`src/rtl/serial_reg_bridge.sv`:
```
// Serial-to-register bridge: shifts words in and out over a bit strobe and
// commits each received word into a slot of a parallel register bank.
module serial_reg_bridge #(
    parameter int WIDTH     = 32,
    parameter int NREGS     = 4,
    parameter int LSB_FIRST = 1
) (
    input  logic                       clk_sys,
    input  logic                       sys_reset,
    input  logic                       frame_start,
    input  logic                       bit_en,
    input  logic                       bit_in,
    input  logic                       sync_en,
    input  logic [NREGS*WIDTH-1:0]     par_in,
    output logic                       bit_out,
    output logic [NREGS*WIDTH-1:0]     par_out,
    output logic [NREGS-1:0]           par_out_valid,
    output logic [$clog2(NREGS)-1:0]   slot,
    output logic                       align_err
);

    localparam int SW = $clog2(NREGS);
    localparam int CW = $clog2(WIDTH);

    logic [WIDTH-1:0] snap_q [NREGS];
    logic [WIDTH-1:0] snap_d [NREGS];
    logic [WIDTH-1:0] par_q  [NREGS];
    logic [WIDTH-1:0] par_d  [NREGS];
    logic [WIDTH-1:0] in_q, in_d;
    logic [WIDTH-1:0] out_q, out_d;
    logic [CW-1:0]    cnt_q, cnt_d;
    logic [SW-1:0]    slot_q, slot_d, slot_nxt;
    logic [NREGS-1:0] valid_q, valid_d;
    logic             err_q, err_d;

    assign slot_nxt = (slot_q == SW'(NREGS - 1)) ? '0 : slot_q + SW'(1);

    // Priority: frame_start > sync_en > bit_en; losers in the same cycle are dropped.
    always_comb begin
        snap_d  = snap_q;
        par_d   = par_q;
        in_d    = in_q;
        out_d   = out_q;
        cnt_d   = cnt_q;
        slot_d  = slot_q;
        valid_d = '0;
        err_d   = err_q;
        if (frame_start) begin
            for (int k = 0; k < NREGS; k++) begin
                snap_d[k] = par_in[k*WIDTH +: WIDTH];
            end
            slot_d = '0;
            cnt_d  = '0;
            in_d   = '0;
            out_d  = par_in[WIDTH-1:0];
            err_d  = 1'b0;
        end else if (sync_en) begin
            if (cnt_q == '0) begin
                par_d[slot_q]   = in_q;
                valid_d[slot_q] = 1'b1;
                slot_d          = slot_nxt;
                out_d           = snap_q[slot_nxt];
                in_d            = '0;
            end else begin
                err_d = 1'b1;
                cnt_d = '0;
            end
        end else if (bit_en) begin
            if (LSB_FIRST != 0) begin
                in_d  = {bit_in, in_q[WIDTH-1:1]};
                out_d = out_q >> 1;
            end else begin
                in_d  = {in_q[WIDTH-2:0], bit_in};
                out_d = out_q << 1;
            end
            cnt_d = (cnt_q == CW'(WIDTH - 1)) ? '0 : cnt_q + CW'(1);
        end
    end

    always_ff @(posedge clk_sys) begin
        if (sys_reset) begin
            for (int k = 0; k < NREGS; k++) begin
                snap_q[k] <= '0;
                par_q[k]  <= '0;
            end
            in_q    <= '0;
            out_q   <= '0;
            cnt_q   <= '0;
            slot_q  <= '0;
            valid_q <= '0;
            err_q   <= 1'b0;
        end else begin
            snap_q  <= snap_d;
            par_q   <= par_d;
            in_q    <= in_d;
            out_q   <= out_d;
            cnt_q   <= cnt_d;
            slot_q  <= slot_d;
            valid_q <= valid_d;
            err_q   <= err_d;
        end
    end

    for (genvar g = 0; g < NREGS; g++) begin : g_pack
        assign par_out[g*WIDTH +: WIDTH] = par_q[g];
    end

    assign bit_out       = (LSB_FIRST != 0) ? out_q[0] : out_q[WIDTH-1];
    assign par_out_valid = valid_q;
    assign slot          = slot_q;
    assign align_err     = err_q;

endmodule

```
`config.mk`:
```
export PLATFORM = sky130hd
export DESIGN_NAME = serial_reg_bridge
export DESIGN_NICKNAME = d
export VERILOG_FILES = /design/src/rtl/serial_reg_bridge.sv
export SDC_FILE = /design/constraint.sdc
export NUM_CORES = 1
export LEC_CHECK = 0
export CAP_MARGIN = 20
export CORE_AREA = 3 3 200 202
export CTS_CLUSTER_DIAMETER = 80
export DETAILED_ROUTE_END_ITERATION = 8
export DIE_AREA = 0 0 203 205
export DONT_BUFFER_PORTS = 1
export PLACE_DENSITY_LB_ADDON = 0.12
export SYNTH_ARGS = -nofsm -noshare
export SYNTH_HDL_FRONTEND = slang
export SYNTH_SLANG_ARGS = --single-unit
```
`constraint.sdc`:
```
create_clock -name clk_sys -period 3.6 [get_ports clk_sys]
set_clock_uncertainty 0.2 [all_clocks]
set_input_delay 0.72 -clock clk_sys [delete_from_list [all_inputs] [get_ports clk_sys]]
set_output_delay 0.72 -clock clk_sys [all_outputs]
set_load 0.03 [all_outputs]
```
; ---- Word level (Yosys, flattened, before mapping)
; Cells that the tools add are included.
[word_totals]
regBits = 332
[classes]
add_sub_neg = 2
n_lt_le_gt_ge = 5
n_eq_ne = 5
muxes = 20
n_bitwise = 5
n_reduce_logical = 13
[ops]
columns = cell, count
row1 = 2-to-1 mux 32 bit, 10
row2 = bitwise mux 128 bit, 1
row3 = binary-select mux 32 bit (select 2 bit), 1
row4 = demux 32 bit (select 2 bit), 1
row5 = 2-to-1 mux 5 bit, 4
row6 = AND reduction 2 bit, 5
row7 = >= comparator 3 bit (second input constant), 2
row8 = inverter 2 -> 3 bit, 2
row9 = adder 5 x 1 -> 5 bit (second input constant), 1
row10 = equality test 5 bit (second input constant), 1
row11 = zero test 5 bit, 1
row12 = OR reduction 4 bit, 1
row13 = less-than comparator 2 x 3 -> 1 bit (second input constant), 1
row14 = less-than comparator 3 x 1 -> 1 bit (second input constant), 1
row15 = != test 3 x 2 -> 1 bit (second input constant), 1
row16 = inverter 1 bit, 3
row17 = AND reduction 3 bit, 1
row18 = nonzero test 3 bit, 1
row19 = adder 2 x 1 -> 2 bit (second input constant), 1
row20 = demux 1 bit (select 2 bit), 1
row21 = equality test 2 bit (second input constant), 1
row22 = >= comparator 2 x 1 -> 1 bit (second input constant), 1
row23 = logical AND 1 bit, 2
row24 = 2-to-1 mux 2 bit, 1
row25 = other kinds (5), 5

; ---- Logic depth before layout (Yosys ltp)
; Gate-level depths: netlist of run 1.
[depth]
word_depth = 9
mapped_depth = 11

; ---- Worst setup path before layout of run 1
; OpenSTA, ideal clock, no wires.
[synth_path]
path_kind = reg2reg
start = register slot_q[0] (netlist: slot[0])
end = register out_q[1]
t_arrival_ns = 2.598
slack_ns = 0.666
stages_incl_launch_ff = 11
synth_period_minus_slack_ns = 2.934
path_cell_list = dfxtp_1 > clkbuf_1 > clkbuf_1 > clkbuf_1 > inv_1 > ha_1 > nand2_1 > clkbuf_1 > a21oi_1 > a2111oi_0 > o32ai_1
[synth_between]
elab_chain_cells = 9
word_cells_on_any_way = 10
cone_classes = 1 x add/sub / 1 x eq/ne / 7 x mux / 1 x bitwise
[synth_lines]
columns = element, line
row1 = "start, declared", 32  ; logic [SW-1:0] slot_q, slot_d, slot_nxt;
row2 = "start signal, assigned", 98  ; slot_q <= slot_d;
row3 = adder 2 x 1 -> 2 bit / equality test 2 bit (equally long branches), 36  ; assign slot_nxt = (slot_q == SW'(NREGS - 1)) ? '0 : slot_q + SW'(1);
row4 = 2-to-1 mux 2 bit *, 36
row5 = net slot_nxt[1], 32
row6 = inverter 2 -> 3 bit (not written as such) *, 62  ; out_d = snap_q[slot_nxt];
row7 = binary-select mux 32 bit (select 2 bit) *, 62
row8 = 2-to-1 mux 32 bit (not written as such) * (2 in a row), 62
row9 = 2-to-1 mux 32 bit *, 58  ; if (cnt_q == '0) begin
row10 = 2-to-1 mux 32 bit *, 57  ; end else if (sync_en) begin
row11 = 2-to-1 mux 32 bit *, 48  ; if (frame_start) begin
row12 = "end signal, assigned", 96  ; out_q <= out_d;
row13 = "end, declared", 30  ; logic [WIDTH-1:0] out_q, out_d;
; The timed path passes the listed nets; every way through them passes the cells marked *. The select of a mux whose other input is x is not followed.
; A chain may end at the register's enable or synchronous reset.

; ---- Worst setup path in the final report of run 1
[layout_path]
start = register slot_q[0] (netlist: slot[0])
end = register out_q[13]
; The elaborated chain is that of the path after synthesis.

==> out/results.ini, run 1 <==
[sta]
finalSetupViolCount=0
tns_ps=0
drv_slew=0
whs_ps=50.94
max_freq_mhz=357.5
tightest_slew_ps=957.0
fin_ws_ps=802.5
rsz0062_at_grt=no
min_period_ps=2798
slew_headroom=0.3606
hold_violations=0
period_share=0.7771

[worst_hold_path]
hp-class=in2reg
hold_depth=1

[placed_design]
preCtsSetupSlack_ps=793.0
dp_hpwl_mm=23.66
gp_congestion=0.7223
numPlacedInstances=1954
io_buffers=0

[worst_setup_path]
worst-path-stages=6
path_cells=inv_1 -> ha_1 -> nand2b_2 -> a21oi_1 -> a2111oi_0 -> o32ai_1
worst_path_largest_cell_delay_ps=670
cp.arrival_ps=2980
end_kind=register
cp.buffers_inverters=1
worst_path_max_delay_cell=dfxtp_4
critical-path-top-delay-family=flip-flops
crit_type=reg2reg
start_kind=register
worst_r2r_path_depth=6
cp_max_fo=45
critPathRequiredTime_ps=3780

[cells_and_area]
syn2layout_area_growth_pct=11.47
fin_util=0.3867
final_cell_mix=dfxtp_1, nand2_1, a21oi_1, nor2_1, mux2i_1
final_cells=2023
layout_commonest_cell=dfxtp_1
nets=1618
drive_above_1_share=0.08178

[routing]
drtAntennaViolNets=0
drt_iter0_markers=589
wire_per_inst_um=19.44
route.detailed.drc=0
drt-pass1-iter-count=5
viasPerCell=5.246
via_count=10610
drt-total-wl_mm=39.32

[logic_synthesis]
ys_ff_latch=332
synthCells=1559
synthDistinctLibCells=37
yosys_warnings=0
syn_nets=1700
syn_avg_cell_area_um2=8.560
syn_area_um2=13350
yosysSeqAreaShare=0.4980

[cts]
cts_resized=0
cts_tree=yes
cts_root_buf=clkbuf_16
cts_hold_buf=0
clkSinkCount=332
clockBufferDepth=3
htreeDepth=2
clkTransAtPathRegs_ps=60
cts_setup_buffers=0
clk_latency_ps=540
cts_buffers=39

[floorplanning]
die_width_um=203
die_area_um2=41620
core_um2=38470
chipHeight_um=205
floorplan.initialDensity=0.3469
placementRows=72
pin_count=270

[global_routing]
grt_overflow_total=0
antenna_found_initial=4
grt_max_degree=294
grt_pass1_vias=10230
grt.total_usage=0.1814
grt_pass1_wl_mm=60.67

[power_and_ir_drop]
power_density_nw_per_um2=551.9
p_leak_uw=0.005171
peakVddDrop_uv=318.0

[flow_run]
cap_violations=0

[status]
status=finished, final reports clean

-- flip-flops by register name (all words and copies together), names as in the netlist --
signal         count
par_out          128
snap_q           128
in_q              32
out_q             32
cnt_q              5
par_out_valid      4
slot               2
align_err          1
-- power by group --
part | internal [µW] | switching [µW]
Combinational | 179 | 218
Sequential | 3790 | 70.0
Clock | 2420 | 1530
Total | 6390 | 1810
-- through the flow --
step                cell area (µm²)  total power, µW
floorplan                     13350             4318
global placement              13600             4329
detailed placement            13600             4338
CTS                           14870             8368
global route                  14880             8554
finish                        14880             8209
-- logic make-up (layout without fill, tap and decap cells) --
| group | after synthesis | count (layout) | share of synthesized area |
|---|---|---|---|
| muxes | 98 | 98 | 0.07444 |
| and+or+nand+nor | 579 | 579 | 0.2013 |
| buffers and inverters | 150 | 95 | 0.04828 |
| AOI/OAI and AO/OA | 393 | 393 | 0.1714 |
| adders and majority gates | 7 | 7 | 0.006563 |
| DFF | 332 | 332 | 0.4980 |
| other | 0 | 1 | 0 |
-- path summary, 6_finish.rpt --
| path | end | from | slack [ps] |
|---|---|---|---|
| max | out_q[13] | slot[0] | 800 |
| min | par_out[108] | sys_reset | 50 |
| max reg2reg | out_q[13] | slot[0] | 800 |
| min reg2reg | snap_q[107] | snap_q[107] | 270 |
-- area by class of cell --
class | count | area, µm²
well taps | 518 | 648.1
multi-input cells | 1077 | 6120
inverters | 9 | 33.78
fillers | 3986 | 23590
diodes | 1 | 2.502
clock inverters | 6 | 108.9
flip-flops and latches | 332 | 6650
clock buffers | 62 | 1165
repair buffers | 18 | 147.6
-- layer usage --
metal / up-vias / track usage / share of wire
li1: 5217 / - / -
met1: 5054 / 0.2272 / 0.43
met2: 272 / 0.2988 / 0.47
met3: 64 / 0.05609 / 0.074
met4: 6 / 0.05815 / 0.023
met5: - / 0 / 0.0013
-- cells in the mapped netlist, drive strengths merged --
| cell | count | share of area |
|---|---|---|
| dfxtp | 332 | 0.50 |
| nand2 | 294 | 0.083 |
| a21oi | 231 | 0.087 |
| nor2 | 166 | 0.047 |
| clkbuf | 109 | 0.031 |
| mux2i | 97 | 0.073 |
| o21ai | 65 | 0.024 |
| or3b | 62 | 0.041 |
| nand2b | 34 | 0.016 |
| a22oi | 32 | 0.018 |
| buf | 32 | 0.015 |
| a2111oi | 31 | 0.020 |
| o32ai | 31 | 0.020 |
| inv | 9 | 0.0025 |
| ha | 7 | 0.0066 |
| nor3 | 5 | 0.0019 |
| nor4 | 4 | 0.0051 |
| or4 | 4 | 0.0023 |
| nand3 | 2 | 0.00075 |
| or4b | 2 | 0.0018 |
| a311oi | 1 | 0.00066 |
| a31oi | 1 | 0.00047 |
| and3 | 1 | 0.00047 |
| mux4 | 1 | 0.0017 |
| nand3b | 1 | 0.00056 |
| nand4 | 1 | 0.00047 |
| nor2b | 1 | 0.00047 |
| nor4b | 1 | 0.0011 |
| o211ai | 1 | 0.00056 |
| or2 | 1 | 0.00047 |
No activity file was read; power rests on OpenSTA's default activity.
==> run 2, diff against run 1 <==
==> constraint.sdc (replaced) <==
create_clock -name clk_sys -period 2.35 [get_ports clk_sys]
set_clock_uncertainty 0.2 [all_clocks]
set_input_delay 0.47 -clock clk_sys [delete_from_list [all_inputs] [get_ports clk_sys]]
set_output_delay 0.47 -clock clk_sys [all_outputs]
set_load 0.03 [all_outputs]
==> run 2 against run 1 <==
  * The run now ends with hold timing left
  * Global-route usage increased by 1.7 points
  * Clock-buffer cell count decreased by 4
  * Sequential power increased by 53%
  * Sequential cell count unchanged
  * Register-to-register slack got worse by 750 ps
  * Cell count increased by 13%
  * Critical endpoint is now out_q[17]
  * Clock power increased by 46%
  * Critical path depth increased by 1
  * First-iteration DRC count increased by 17%
==> out/results.ini, run 2 (synthesis gave the netlist of run 1 again) <==
[worst_setup_path]
critPathRequiredTime_ps=2550
cp_max_fo=17
worst_r2r_path_depth=7
crit_type=reg2reg
rrSetupSlack_ps=50
end_kind=register
start_kind=register
cp.arrival_ps=2500

[status]
violations=hold timing
status=complete, but fails checks

[sta]
tightest_slew_ps=671.4
fin_ws_ps=50.90
drv_slew=0
period_share=0.9783
finalSetupViolCount=0
min_period_ps=2299
max_freq_mhz=435.0
hold_violations=145
whs_ps=-198.3
slew_headroom=0.5524

[cells_and_area]
drive_above_1_share=0.08698
nets=1873
final_cell_mix=dfxtp_1, nand2_1, dlygate4sd3_1, a21oi_1, nor2_1
final_cell_area_um2=17520
syn2layout_area_growth_pct=31.28
final_cells=2280
layout_commonest_cell=dfxtp_1

[power_and_ir_drop]
p_leak_uw=0.006499
peakVddDrop_uv=581.8
power_density_nw_per_um2=727.0

[floorplanning]
floorplan.initialDensity=0.3469
placementRows=72
core_um2=38470
die_area_um2=41620
pin_count=270
die_width_um=203
chipHeight_um=205

[global_routing]
grt_max_degree=294
grt_pass1_wl_mm=66.27
grt.total_usage=0.1979
grt_pass1_vias=11500
grt_overflow_total=0
antenna_found_initial=4

[routing]
drt-pass1-iter-count=5
wire_per_inst_um=18.83
drtAntennaViolNets=0
via_count=11650
drt_iter0_markers=687
drt-total-wl_mm=42.94
viasPerCell=5.109
route.detailed.drc=0

[cts]
clkTransAtPathRegs_ps=60
cts_buffers=38
cts_tree=yes
clk_latency_ps=540
cts_root_buf=clkbuf_16
clockBufferDepth=3
htreeDepth=2
clkSinkCount=332

[flow_run]
cap_violations=0

[placed_design]
numPlacedInstances=1975
io_buffers=0
preCtsSetupSlack_ps=76.97
dp_hpwl_mm=24.63
gp_congestion=0.7519
dpl_cell_area_um2=13890

[worst_hold_path]
hp-class=in2reg
hold_depth=1

-- run 2: cell count changes in the layout (fill, tap and decap cells not counted), moves of 3 or more --
cell           change
clkinv_2           +4
buf_12            +12
buf_4              +9
bufinv_16          -3
clkinvlp_4         +3
dlygate4sd3_1    +232
clkbuf_1           -5
a2111oi_0         -12
a2111oi_1         +10
-- run 2: repair_timing --
| action | CTS | global route |
|---|---|---|
| endpoints found under the setup margin | 0 | 84 |
| resized for setup | 0 | 18 |
| hold buffers | 213 | 19 |
| buffers inserted | 0 | 2 |
| endpoints found under the hold margin | 297 | 164 |
-- run 2: routing by layer --
| metal | track usage | wire length, µm | up-vias |
|---|---|---|---|
| met4 | 0.06162 | 1114 | 2 |
| met2 | 0.3206 | 20250 | 301 |
| met5 | 0 | 13 | - |
| met1 | 0.2570 | 18940 | 5544 |
| met3 | 0.05530 | 2621 | 72 |
| li1 | - | - | 5729 |
-- run 2: through the flow --
stage          hold WS [ps]  utilization  power, µW  TNS [ps]
2_1_floorplan         246.6            -       6623         0
3_3_place_gp          254.6       0.3612       6678         0
3_5_place_dp          257.7       0.3612       6687         0
4_1_cts              -220.7       0.4482      12840         0
5_1_grt              -231.9       0.4554      13240    -109.4
6_report             -198.3       0.4554      12740         0
-- run 2: area by class of cell --
class / instances / area (µm²)
clock buffer: 58 / 1160
tap: 518 / 648.1
sequential: 332 / 6650
clock inverter: 9 / 52.55
inverter: 9 / 33.78
multi-input combinational: 1077 / 6142
fill: 3775 / 20950
timing repair buffer: 274 / 2825
antenna: 3 / 7.507
-- run 2: power breakdown --
group	internal (µW)	switching [µW]	leakage, µW
Clock	3400	2380	0.000591
Sequential	5810	96.7	0.00271
Combinational	611	444	0.00320
-- run 2: final timing paths --
| check | from | endpoint |
|---|---|---|
| worst max register to register | cnt_q[0] | out_q[17] |
| worst max-delay path | cnt_q[0] | out_q[17] |
| worst min register to register | out_q[31] | out_q[31] |
| worst min-delay path | sys_reset | par_out[35] |
-- run 2: worst max-delay path, cell delays in order (launching register included) --
cell and delay (ps):
dfxtp_1 310, inv_1 50, ha_1 150, nor4b_2 380, a21oi_4 130, buf_4 230
a2111oi_0 530, o32ai_1 160
